==> src/rtl/selection_cursor_ctrl.sv <==
`default_nettype none
// ============================================================================
// Module      : selection_cursor_ctrl
// Description : Position controller for the 100x100 selection square drawn
//               over the 400x400 image. Five raw push-buttons are
//               synchronised and debounced. Their rising edges queue a
//               pending move, and the move is committed only at frame start
//               so the square never tears mid-frame. A confirm press reports
//               the committed tile index.
// Revision    : 1.0 - initial release
//
// Ports:
//   clk           system (pixel) clock
//   rst           asynchronous active-high reset
//   btn_up/down/left/right/confirm
//                 raw asynchronous buttons, active-high
//   frame_start   one-cycle pulse at the first cycle of vertical blanking
//   h_offset      square left edge in pixels (col*STEP)
//   v_offset      square top edge in pixels  (row*STEP)
//   sel_index     committed tile index (row*(MAX_COL+1)+col)
//   sel_valid     one-cycle pulse qualifying sel_index after a confirm
//   move_pending  high while a move waits for frame_start
//
// Build option:
//   CURSOR_WRAP_EN  when defined, moves past an edge wrap to the opposite
//                   edge. Otherwise they saturate at the edge.
// ============================================================================
module selection_cursor_ctrl #(
    parameter int STEP            = 100,
    parameter int GRID_W          = 400,
    parameter int GRID_H          = 400,
    parameter int DEBOUNCE_CYCLES = 500000
) (
    input  logic       clk,
    input  logic       rst,
    input  logic       btn_up,
    input  logic       btn_down,
    input  logic       btn_left,
    input  logic       btn_right,
    input  logic       btn_confirm,
    input  logic       frame_start,
    output logic [8:0] h_offset,
    output logic [8:0] v_offset,
    output logic [3:0] sel_index,
    output logic       sel_valid,
    output logic       move_pending
);

    localparam int c_MAX_COL = GRID_W / STEP - 1;
    localparam int c_MAX_ROW = GRID_H / STEP - 1;
    localparam int c_CNT_W   = (DEBOUNCE_CYCLES > 1) ? $clog2(DEBOUNCE_CYCLES) : 1;

    localparam logic [c_CNT_W-1:0] c_CNT_LAST = c_CNT_W'(DEBOUNCE_CYCLES - 1);
    localparam logic [8:0]         c_STEP     = 9'(STEP);
    localparam logic [8:0]         c_H_LAST   = 9'(c_MAX_COL * STEP);
    localparam logic [8:0]         c_V_LAST   = 9'(c_MAX_ROW * STEP);
    localparam logic [3:0]         c_COL_LAST = 4'(c_MAX_COL);
    localparam logic [3:0]         c_ROW_LAST = 4'(c_MAX_ROW);
    localparam logic [3:0]         c_COLS     = 4'(c_MAX_COL + 1);

    // Button slots in the raw/press vectors
    localparam int c_BTN_UP      = 0;
    localparam int c_BTN_DOWN    = 1;
    localparam int c_BTN_LEFT    = 2;
    localparam int c_BTN_RIGHT   = 3;
    localparam int c_BTN_CONFIRM = 4;

    // Pending direction encoding: none / +1 / -1
    localparam logic [1:0] c_DIR_NONE  = 2'b00;
    localparam logic [1:0] c_DIR_PLUS  = 2'b01;
    localparam logic [1:0] c_DIR_MINUS = 2'b11;

    localparam logic [0:0] c_ST_IDLE    = 1'b0;
    localparam logic [0:0] c_ST_PENDING = 1'b1;

    logic [4:0] w_btn_raw;
    logic [4:0] w_press;

    assign w_btn_raw = {btn_confirm, btn_right, btn_left, btn_down, btn_up};

    // ------------------------------------------------------------------------
    // Per-button synchroniser, debouncer and rising-edge detector
    // ------------------------------------------------------------------------
    generate
        for (genvar gi = 0; gi < 5; gi++) begin : g_btn
            logic               r_sync1;
            logic               r_sync2;
            logic               r_level;
            logic               r_level_d;
            logic [c_CNT_W-1:0] r_cnt;

            always_ff @(posedge clk or posedge rst) begin
                if (rst) begin
                    r_sync1   <= 1'b0;
                    r_sync2   <= 1'b0;
                    r_level   <= 1'b0;
                    r_level_d <= 1'b0;
                    r_cnt     <= '0;
                end else begin
                    r_sync1   <= w_btn_raw[gi];
                    r_sync2   <= r_sync1;
                    r_level_d <= r_level;
                    // Any cycle that agrees with the accepted level restarts
                    // the stability count, so a glitch never accumulates.
                    if (r_sync2 == r_level) begin
                        r_cnt <= '0;
                    end else if (r_cnt == c_CNT_LAST) begin
                        r_level <= ~r_level;
                        r_cnt   <= '0;
                    end else begin
                        r_cnt <= r_cnt + c_CNT_W'(1);
                    end
                end
            end

            // Press only; releases are ignored.
            assign w_press[gi] = r_level & ~r_level_d;
        end
    endgenerate

    // ------------------------------------------------------------------------
    // Move FSM and pending direction registers
    // ------------------------------------------------------------------------
    logic [0:0] r_state;
    logic [0:0] w_state_next;
    logic [1:0] r_dh;
    logic [1:0] r_dv;
    logic [1:0] w_dh_next;
    logic [1:0] w_dv_next;
    logic       w_apply;
    logic       w_move_press;

    assign w_apply      = (r_state == c_ST_PENDING) && frame_start;
    assign w_move_press = |w_press[c_BTN_RIGHT:c_BTN_UP];

    always_ff @(posedge clk or posedge rst) begin
        if (rst) begin
            r_state <= c_ST_IDLE;
            r_dh    <= c_DIR_NONE;
            r_dv    <= c_DIR_NONE;
        end else begin
            r_state <= w_state_next;
            r_dh    <= w_dh_next;
            r_dv    <= w_dv_next;
        end
    end

    always_comb begin
        w_state_next = r_state;
        // An applied move is consumed; a press arriving on the same cycle
        // becomes the next pending move instead of joining this one.
        w_dh_next    = w_apply ? c_DIR_NONE : r_dh;
        w_dv_next    = w_apply ? c_DIR_NONE : r_dv;

        // Opposing presses on one axis cancel and leave that axis untouched.
        if (w_press[c_BTN_LEFT] && !w_press[c_BTN_RIGHT]) begin
            w_dh_next = c_DIR_MINUS;
        end else if (w_press[c_BTN_RIGHT] && !w_press[c_BTN_LEFT]) begin
            w_dh_next = c_DIR_PLUS;
        end

        if (w_press[c_BTN_UP] && !w_press[c_BTN_DOWN]) begin
            w_dv_next = c_DIR_MINUS;
        end else if (w_press[c_BTN_DOWN] && !w_press[c_BTN_UP]) begin
            w_dv_next = c_DIR_PLUS;
        end

        case (r_state)
            c_ST_IDLE: begin
                if (w_move_press) begin
                    w_state_next = c_ST_PENDING;
                end
            end
            c_ST_PENDING: begin
                if (w_apply) begin
                    w_state_next = w_move_press ? c_ST_PENDING : c_ST_IDLE;
                end
            end
            default: w_state_next = c_ST_IDLE;
        endcase
    end

    // ------------------------------------------------------------------------
    // Position datapath: bounds are checked on col/row first, so the 9-bit
    // offsets only ever step by +/-STEP inside the image.
    // ------------------------------------------------------------------------
    logic [3:0] r_col;
    logic [3:0] r_row;
    logic [8:0] r_h;
    logic [8:0] r_v;
    logic [3:0] r_sel_index;
    logic [3:0] w_col_next;
    logic [3:0] w_row_next;
    logic [8:0] w_h_next;
    logic [8:0] w_v_next;
    logic [3:0] w_sel_next;

    always_comb begin
        w_col_next = r_col;
        w_row_next = r_row;
        w_h_next   = r_h;
        w_v_next   = r_v;

        if (r_dh == c_DIR_PLUS) begin
            if (r_col != c_COL_LAST) begin
                w_col_next = r_col + 4'd1;
                w_h_next   = r_h + c_STEP;
            end
`ifdef CURSOR_WRAP_EN
            else begin
                w_col_next = 4'd0;
                w_h_next   = 9'd0;
            end
`endif
        end else if (r_dh == c_DIR_MINUS) begin
            if (r_col != 4'd0) begin
                w_col_next = r_col - 4'd1;
                w_h_next   = r_h - c_STEP;
            end
`ifdef CURSOR_WRAP_EN
            else begin
                w_col_next = c_COL_LAST;
                w_h_next   = c_H_LAST;
            end
`endif
        end

        if (r_dv == c_DIR_PLUS) begin
            if (r_row != c_ROW_LAST) begin
                w_row_next = r_row + 4'd1;
                w_v_next   = r_v + c_STEP;
            end
`ifdef CURSOR_WRAP_EN
            else begin
                w_row_next = 4'd0;
                w_v_next   = 9'd0;
            end
`endif
        end else if (r_dv == c_DIR_MINUS) begin
            if (r_row != 4'd0) begin
                w_row_next = r_row - 4'd1;
                w_v_next   = r_v - c_STEP;
            end
`ifdef CURSOR_WRAP_EN
            else begin
                w_row_next = c_ROW_LAST;
                w_v_next   = c_V_LAST;
            end
`endif
        end

        w_sel_next = w_row_next * c_COLS + w_col_next;
    end

    always_ff @(posedge clk or posedge rst) begin
        if (rst) begin
            r_col       <= 4'd0;
            r_row       <= 4'd0;
            r_h         <= 9'd0;
            r_v         <= 9'd0;
            r_sel_index <= 4'd0;
        end else if (w_apply) begin
            r_col       <= w_col_next;
            r_row       <= w_row_next;
            r_h         <= w_h_next;
            r_v         <= w_v_next;
            r_sel_index <= w_sel_next;
        end
    end

    // ------------------------------------------------------------------------
    // Confirm reporting. A confirm landing on an applying frame_start is held
    // back one cycle so it reports the index after the move.
    // ------------------------------------------------------------------------
    logic r_sel_valid;
    logic r_confirm_defer;

    always_ff @(posedge clk or posedge rst) begin
        if (rst) begin
            r_sel_valid     <= 1'b0;
            r_confirm_defer <= 1'b0;
        end else begin
            r_sel_valid     <= (w_press[c_BTN_CONFIRM] && !w_apply) || r_confirm_defer;
            r_confirm_defer <= w_press[c_BTN_CONFIRM] && w_apply;
        end
    end

    assign h_offset     = r_h;
    assign v_offset     = r_v;
    assign sel_index    = r_sel_index;
    assign sel_valid    = r_sel_valid;
    assign move_pending = (r_state == c_ST_PENDING);

endmodule
`default_nettype wire

==> config.mk <==
export PLATFORM = sky130hd
export DESIGN_NAME = selection_cursor_ctrl
export DESIGN_NICKNAME = d
export VERILOG_FILES = /design/src/rtl/selection_cursor_ctrl.sv
export SDC_FILE = /design/constraint.sdc
export NUM_CORES = 1
export LEC_CHECK = 0
export ABC_AREA = 1
export BUFFER_PORTS_ARGS = -buffer_cell sky130_fd_sc_hd__buf_2
export CAP_MARGIN = 20
export CORE_UTILIZATION = 33
export CTS_CLUSTER_DIAMETER = 120
export DETAILED_ROUTE_END_ITERATION = 8
export PLACE_DENSITY_LB_ADDON = 0.12
export SYNTH_ARGS = -nofsm -noshare
export SYNTH_HDL_FRONTEND = slang
export SYNTH_SLANG_ARGS = --single-unit
==> constraint.sdc <==
create_clock -name clk -period 4.8 [get_ports clk]
set_clock_uncertainty 0.1 [all_clocks]
set_input_delay 0.96 -clock clk [delete_from_list [all_inputs] [get_ports clk]]
set_output_delay 0.96 -clock clk [all_outputs]
set_load 0.05 [all_outputs]
==> results of run 1 <==
==> sequential cells by signal, summed over array words and instances (netlist names) <==
signal,flops
sel_valid,1
g_btn.r_level,5
r_dv,2
r_dh,2
v_offset,7
g_btn.r_level_d,5
r_row,4
g_btn.r_sync2,5
r_confirm_defer,1
r_col,4
sel_index,2
move_pending,1
h_offset,7
g_btn.r_cnt,95
g_btn.r_sync1,5
==> worst paths after layout <==
kind / slack (ns) / cells past startpoint / endpoint / from
min in group asynchronous: 0.58 / 2 / g_btn[2].r_cnt[11] / rst
setup reg to reg: 2.77 / 10 / sel_index[3] / r_row[0]
hold reg to reg: 0.25 / 0 / g_btn[0].r_sync2 / g_btn[0].r_sync1
max in group asynchronous: 3.11 / 3 / g_btn[1].r_cnt[5] / rst
hold / removal: 0.25 / 0 / g_btn[0].r_sync2 / g_btn[0].r_sync1
setup / recovery: 2.51 / 1 / sel_index[0] / r_col[0]
==> metrics by stage <==
step | cells | setup slack (ns) | total power [mW]
detailed placement | 1416 | 2.15 | 1.39
floorplan | 1076 | 1.91 | 1.36
global placement | 1416 | 2.17 | 1.39
finish | 1447 | 2.51 | 2.78
global route | 1447 | 2.37 | 2.90
CTS | 1447 | 2.48 | 2.83
==> routing by layer <==
layer | vias up | GRT usage [%] | wire (um)
met5 | - | 0 | 0
met4 | 0 | 4.46 | 218
met1 | 3210 | 21.8 | 9340
met3 | 19 | 3.05 | 572
met2 | 104 | 23.4 | 8130
li1 | 3584 | - | -
==> area by class of cell <==
| type | instances | area (sq um) | area share [%] |
|---|---|---|---|
| Sequential cell | 146 | 3650 | 38.6 |
| Clock buffer | 18 | 439 | 4.64 |
| Clock inverter | 13 | 186 | 1.97 |
| Multi-Input combinational cell | 766 | 4040 | 42.7 |
| Tap cell | 324 | 405 | 4.29 |
| Inverter | 151 | 572 | 6.04 |
| Timing Repair Buffer | 29 | 163 | 1.72 |
==> cell families after synthesis <==
group           after synthesis
compound gates               97
xor+xnor                     40
fa+ha+maj                    21
buf+inv                     164
flops                       146
other cells                   1
simple gates                604
==> synth_stat cells (10+ instances only) <==
| master | count | area share (%) |
|---|---|---|
| nand2_1 | 219 | 9.9 |
| nor2_1 | 148 | 6.7 |
| dfrtp_1 | 146 | 44 |
| inv_1 | 141 | 6.3 |
| nand3_1 | 75 | 4.5 |
| nor3_1 | 55 | 3.3 |
| nand4_1 | 41 | 3.1 |
| a21oi_1 | 40 | 2.4 |
| xor2_1 | 30 | 3.2 |
| o21ai_0 | 28 | 1.7 |
| ha_1 | 21 | 3.2 |
| nand3_2 | 12 | 1.4 |
| xnor2_1 | 10 | 1.1 |
==> cell usage in the layout, fill, tap and decap left out, types with 4 or more instances in the layout <==
cell | netlist | final
inv_2 | 7 | 7
buf_2 | 1 | 27
or2_2 | 8 | 8
ha_1 | 21 | 21
nor4_1 | 7 | 7
clkinvlp_4 | 0 | 5
dfrtp_1 | 146 | 146
nor2_2 | 4 | 4
nor3_1 | 55 | 55
nor3_4 | 5 | 5
bufinv_16 | 0 | 4
conb_1 | 1 | 4
a21oi_1 | 40 | 40
inv_1 | 141 | 140
o22ai_1 | 5 | 5
xnor2_1 | 10 | 10
nor3_2 | 4 | 4
a31oi_1 | 4 | 4
o21bai_1 | 7 | 7
o21ai_0 | 28 | 28
clkbuf_16 | 0 | 17
nand3b_1 | 7 | 7
nand2_1 | 219 | 219
nand3_1 | 75 | 75
nor2_4 | 6 | 6
nor3b_1 | 5 | 5
nand3_2 | 12 | 12
a211oi_1 | 5 | 5
nor2_1 | 148 | 148
nand4_1 | 41 | 41
xor2_1 | 30 | 30
nand2_2 | 5 | 5
==> where the power goes <==
| part | switching [mW] | internal, mW |
|---|---|---|
| clock network | 0.536 | 0.881 |
| registers | 0.0179 | 1.25 |
| logic | 0.0716 | 0.0221 |
==> metrics.txt, run 1 <==
outcome=completed; Mapped Area=8340 sq um; largest net degree at the start of global routing=82; #FFs+latches synth=146; Reg clk slew, reported paths=0.06 ns; Post-synth EDFFs=0; # hold bufs at CTS=0; remaining antenna violation count=0; wire per inst=12.6 um; layout cells sized above 1=10.4%; Slew Viols, Final=0; post-route cell area=9460 sq um; Unique masters post-synth=41; RSZ-0062 raised after global routing=no; I/O Buffers=27; clock sinks=146; chain of cells forming the critical path=buf_2; first-pass GRT wire length=32,400 um; detailed-route via count=6,917; combinational family with the most area after synthesis=simple AND/OR/NAND/NOR gates; slowest cell on the critical path=dfrtp_1; final-report setup violation count=0; CP Launch Type=flip-flop; TNS Setup=0 ns; vias in the first global route=6,770; Crit Path Class=flip-flop to output port; max_cap viols=0; Mean Syn Cell Area=7.77 sq um; Worst EP required=3.74 ns; Crit path largest cell delay=0.48 ns; die width=161 um; Post-layout nets=1,140; die area=25,900 sq um; die height=161 um; WP data arrival=1.23 ns; initial antenna violation count=0; worst-margin pin slew=0.815 ns; adder-cell share of the synthesized area=3.15%; H-tree depth=4; cell family with most CP delay=flip-flops; final hold violations=0; post-synthesis mux area share=0%; DRC violations left=0; most common flop cell mapped by yosys=dfrtp_1; Fmax=436 MHz; ANT cells=0; Final Util=38.6%; compound-cell area share of the yosys netlist=6.50%; clk buf depth=2; postcts setup bufs=0; hold crit path type=flip-flop to flip-flop; post-synthesis async set-or-reset flop share=100%; Starting Density=34.0%; DRT iter0 DRCs=351; P&R area growth vs syn=13.4%; Period minus WS final=2.29 ns; post-synthesis simple-gate area fraction=34.4%; Routed Wire Length=18,300 um; CP Max Fanout=6; number of buffers created by CTS=17; CTS Root Cell=clkbuf_16; Clk Latency, worst-skew pair=0.42 ns; number of cell rows=57; CTS tree=yes; register area share after synthesis=43.8%; I/O Pins=32; Post-Synthesis Cells=1,073; First-pass DRT Iterations=5; GRT Total Usage=15.3%; fillcell total=2,571; CP bufs+invs=1; PD cells=293 nW/um^2; post-synthesis xor/xnor area fraction=4.20%; total grt overflow=0; final hold slack=0.251 ns; final weighted congestion in routability-driven placement=0.832; worst IR drop on VDD=0.000178 V; Rel. slew slack=45.6%; post_cts resized=0; leak pwr=4.23 nW; Yosys warnings=0; Worst Setup End Kind=output port; Area after DPL=8830 sq um; vias per cell=4.78; Tcrit/Tclk final=47.7%; hpwl dp=13,300 um; Core Footprint=24,500 sq um
(Power assumes the default switching activity.)
==> inputs of run 2 (changes only) <==
- clock period: 4.8 -> 2.3 ns (I/O delays scaled with it)
==> run 2 against run 1 <==
Effect of this change:
- global-route usage about the same
- critical path depth increased by 9
- first-iteration DRC count increased by 30%
- sequential share of layout area is 0.30 points lower
- total power rose by 120%
- flip-flop and latch count stayed put
- combinational power is 110% higher
- worst setup slack got worse by 2.2 ns
- cell count increased by 0.21%
- cell area increased by 0.79%
- utilization is 0.31 points higher
- sequential power grew 110%
==> metrics.txt, run 2 (synthesis gave the netlist of run 1 again) <==
most common library cell in the layout ignoring fill and taps=nand2_1; RSZ-0062 raised after global routing=no; Most flops, register=g_btn.r_cnt; WL met2=8410 um; vias per cell=4.78; total grt overflow=0; final std cells w/o fill=1,450; wire per inst=12.8 um; fillcell total=2,545; final hold violations=0; slowest cell on the critical path=dfrtp_1; Worst EP required=2.51 ns; worst IR drop on VDD=0.000364 V; worst r2r src=r_row[0]; Routed Wire Length=18,500 um; die height=161 um; Starting Density=34.0%; # hold bufs at CTS=0; R2R cell count=10; number of buffers created by CTS=17; Area after DPL=8860 sq um; remaining antenna violation count=0; CP bufs+invs=1; DRT iter0 DRCs=457; wire length on met1=9400 um; I/O Buffers=27; First-pass DRT Iterations=5; detailed-route via count=6,926; Period minus WS final=1.97 ns; max reg flops=95; die area=25,900 sq um; initial antenna violation count=0; post_cts resized=0; multi-input logic area=4040 sq um; Crit Path Class=flip-flop to flip-flop; Clk Latency, worst-skew pair=0.43 ns; Core Footprint=24,500 sq um; hold crit path type=input port to asynchronous set/reset pin; Critical R2R Capture=sel_index[3]; Fmax=506 MHz; vias in the first global route=6,754; Final Util=38.9%; P&R area growth vs syn=14.3%; final-report setup violation count=0; Top Metal Used=met4; most used cell, CP=nand3_1; WP data arrival=2.18 ns; leak pwr=4.28 nW; post-route cell area=9530 sq um; number of cell rows=57; hpwl dp=13,400 um; clock sinks=146; Reg clk slew, reported paths=0.06 ns; postcts setup bufs=0; Crit path largest cell delay=0.41 ns; clk buf depth=2; first-pass GRT wire length=32,300 um; DRC violations left=0; chain of cells forming the critical path=inv_1 -> ha_1 -> nand2_1 -> nand3_2 -> nand2_1 -> xor2_1 -> ha_1 -> nand3_1 -> nand3_1 -> nand3_1; wire length on met3=446 um; max_cap viols=0; outcome=completed; Slew Viols, Final=0; I/O Pins=32; GRT Total Usage=15.3%; CTS Root Cell=clkbuf_16; commonest cells after routing, fill and taps aside=219 x nand2_1, 148 x nor2_1, 146 x dfrtp_1; cell family with most CP delay=simple AND/OR/NAND/NOR gates; CTS tree=yes; largest net degree at the start of global routing=78; die width=161 um; reg2reg setup slack=0.33 ns; PD cells=629 nW/um^2; Worst Setup End Kind=flip-flop; Sequential Area=3650 sq um; CP Launch Type=flip-flop; H-tree depth=4; Post-layout nets=1,142; CP Max Fanout=5; layout cells sized above 1=10.5%; Tcrit/Tclk final=85.8%; ANT cells=0; final weighted congestion in routability-driven placement=0.861; DP Cell Count=1,418
[run 2: cell types whose count changed in the layout (fill, tap and decap cells not counted), sizes merged]
cell and delta:
bufinv +1, clkinv -3, clkinvlp -3, buf +2
clkbuf +6
[run 2: tightest hold or removal path: cells and delay by family]
family | cells | cell delay (ns)
buffers and inverters | 3 | 0.49
[run 2: per-layer routing]
layer	vias up	track usage (%)
li1	3593	-
met1	3223	21.3
met2	92	23.7
met3	18	2.87
met4	0	5.19
met5	-	0
[run 2: per-stage QoR]
step / TNS (ns) / total power, mW / hold WS (ns) / setup WS, ns
2_1_floorplan: -13.58 / 2.83 / 0.231 / -0.0930
3_3_place_gp: 0 / 2.89 / 0.237 / 0.391
3_5_place_dp: 0 / 2.89 / 0.235 / 0.332
4_1_cts: 0 / 6.11 / 0.0194 / 0.326
5_1_grt: 0 / 6.24 / 0.0233 / 0.116
6_report: 0 / 6.00 / 0.0275 / 0.326
[run 2: how the worst max path moves through the flow]
stage / to / start / depth (start not counted)
final: sel_index[3] / r_row[0] / 10
after global routing: v_offset[8] / r_dv[1] / 14
after CTS: sel_index[3] / r_row[0] / 10
after detailed placement: sel_index[3] / r_row[0] / 10
after global placement: sel_index[3] / r_row[0] / 12
after floorplan: g_btn[0].r_cnt[0] / rst / 1
[run 2: power by group]
group | switching, mW | internal (mW)
clock network | 1.09 | 2.07
registers | 0.0360 | 2.60
logic | 0.149 | 0.0488
total | 1.27 | 4.73
[run 2: area by class of cell]
cell class	instances	share of cell area [%]
Multi-Input combinational cell	766	42.4
Timing Repair Buffer	31	1.99
Clock buffer	24	5.26
Tap cell	324	4.25
Clock inverter	8	1.80
Sequential cell	146	38.3
Inverter	151	6.00
==> inputs of run 3 (changes only) <==
- RECOVER_POWER: not set -> 100
==> run 3 against run 2 <==
Effect of this change:
- the run now ends with capacitance limit, slew limit left
- count of clock-buffer cells in the layout unchanged
- cell count unchanged
- global-route usage unchanged
- total power down 0.12%
- hold slack better by 0.011 ns
- largest cell class unchanged
- routed wire length up 0.24%
==> metrics.txt, run 3 (synthesis gave the netlist of run 1 again) <==
outcome=finished with violations; failing checks=capacitance limit, slew limit; H-tree depth=4; Final Util=38.2%; I/O Pins=32; Critical R2R Capture=g_btn[2].r_cnt[12]; Fmax=493 MHz; CP bufs+invs=0; Core Footprint=24,500 sq um; worst r2r src=g_btn[2].r_cnt[0]; die width=161 um; final hold slack=0.0387 ns; Sequential Area=3650 sq um; multi-input logic area=3930 sq um; final hold violations=0; most common library cell in the layout ignoring fill and taps=nand2_1; slowest cell on the critical path=dfrtp_1; CP Launch Type=flip-flop; post_cts resized=0; CTS Root Cell=clkbuf_16; postcts setup bufs=0; First-pass DRT Iterations=5; hold crit path type=input port to flip-flop; hpwl dp=13,400 um; first-pass GRT wire length=32,300 um; vias in the first global route=6,754; Clk Latency, worst-skew pair=0.43 ns; RSZ-0062 raised after global routing=no; startpoint of the worst hold path=btn_left; CP startpoint=g_btn[2].r_cnt[0]; worst IR drop on VDD=0.000365 V; Worst Setup End Kind=flip-flop; hold depth=1; Crit Path Class=flip-flop to flip-flop; die height=161 um; largest net degree at the start of global routing=78; Hold EP=g_btn[2].r_sync1; Final Power=5.99 mW; Most flops, register=g_btn.r_cnt; CTS tree=yes; reg2reg setup slack=0.27 ns; # hold bufs at CTS=0; Slew Viols, Final=70; max_cap viols=1; GRT Total Usage=15.3%; detailed-route via count=6,937; max reg flops=95; chain of cells forming the critical path=ha_1 -> nand4_1 -> nor2_1 -> nand3_1 -> nor2_4 -> xor2_1 -> nor2_1; worst-margin pin slew=1.56 ns; final-report setup violation count=0; Post-layout nets=1,142; die area=25,900 sq um; commonest cells after routing, fill and taps aside=220 x nand2_1, 153 x nor2_1, 146 x dfrtp_1; R2R cell count=7; layout cells sized above 1=6.48%; WP data arrival=2.24 ns; CP Max Fanout=5; remaining antenna violation count=0; fillcell total=2,580; P&R area growth vs syn=12.3%; number of buffers created by CTS=17; Rel. slew slack=-4.27%; I/O Buffers=27; DRT iter0 DRCs=470; final weighted congestion in routability-driven placement=0.861; number of cell rows=57; Reg clk slew, reported paths=0.06 ns; cell family with most CP delay=simple AND/OR/NAND/NOR gates; Starting Density=34.0%; vias per cell=4.78; Crit path largest cell delay=0.43 ns; ANT cells=0; Period minus WS final=2.03 ns; PD cells=640 nW/um^2; leak pwr=4.15 nW; DRC violations left=0; most used cell, CP=nor2_1; wire per inst=12.8 um; Worst EP required=2.51 ns; clock sinks=146; total grt overflow=0; Tcrit/Tclk final=88.1%; initial antenna violation count=0; Routed Wire Length=18,500 um; clk buf depth=2
run 3: worst max-delay path by stage:
stage	to	depth (start not counted)
3_3_place_gp	sel_index[3]	12
4_1_cts	sel_index[3]	10
6_report	g_btn[2].r_cnt[12]	7
5_1_grt	g_btn[2].r_cnt[12]	7
3_5_place_dp	sel_index[3]	10
2_1_floorplan	g_btn[0].r_cnt[0]	1
run 3: metrics by stage:
| step | cells | setup TNS (ns) | setup WS [ns] | area (sq um) |
|---|---|---|---|---|
| 4_1_cts | 1450 | 0 | 0.326 | 9530 |
| 3_5_place_dp | 1418 | 0 | 0.332 | 8860 |
| 5_1_grt | 1450 | 0 | 0.0588 | 9360 |
| 2_1_floorplan | 1076 | -13.58 | -0.0930 | 8350 |
| 3_3_place_gp | 1418 | 0 | 0.391 | 8860 |
| 6_report | 1450 | 0 | 0.273 | 9360 |
run 3: layout make-up:
type	instances	area share, %
clock inverters	8	1.83
clock buffers	24	5.36
multi-input cells	766	42.0
inverters	151	6.08
repair buffers	31	1.40
well taps	324	4.33
flip-flops and latches	146	39.0
run 3: power breakdown:
group	total, mW	switching (mW)	internal [mW]
Clock	3.16	1.09	2.07
Combinational	0.188	0.146	0.0418
Sequential	2.64	0.0347	2.60
Total	5.99	1.27	4.72
run 3: metal layers:
layer  global-route usage, %  vias to the layer above  share of wire (%)
li1                        -                     3589                  -
met1                    21.3                     3209                 50
met2                    23.7                      121                 45
met3                    2.87                       18                2.9
met4                    5.19                        0                1.2
met5                       0                        -                  0
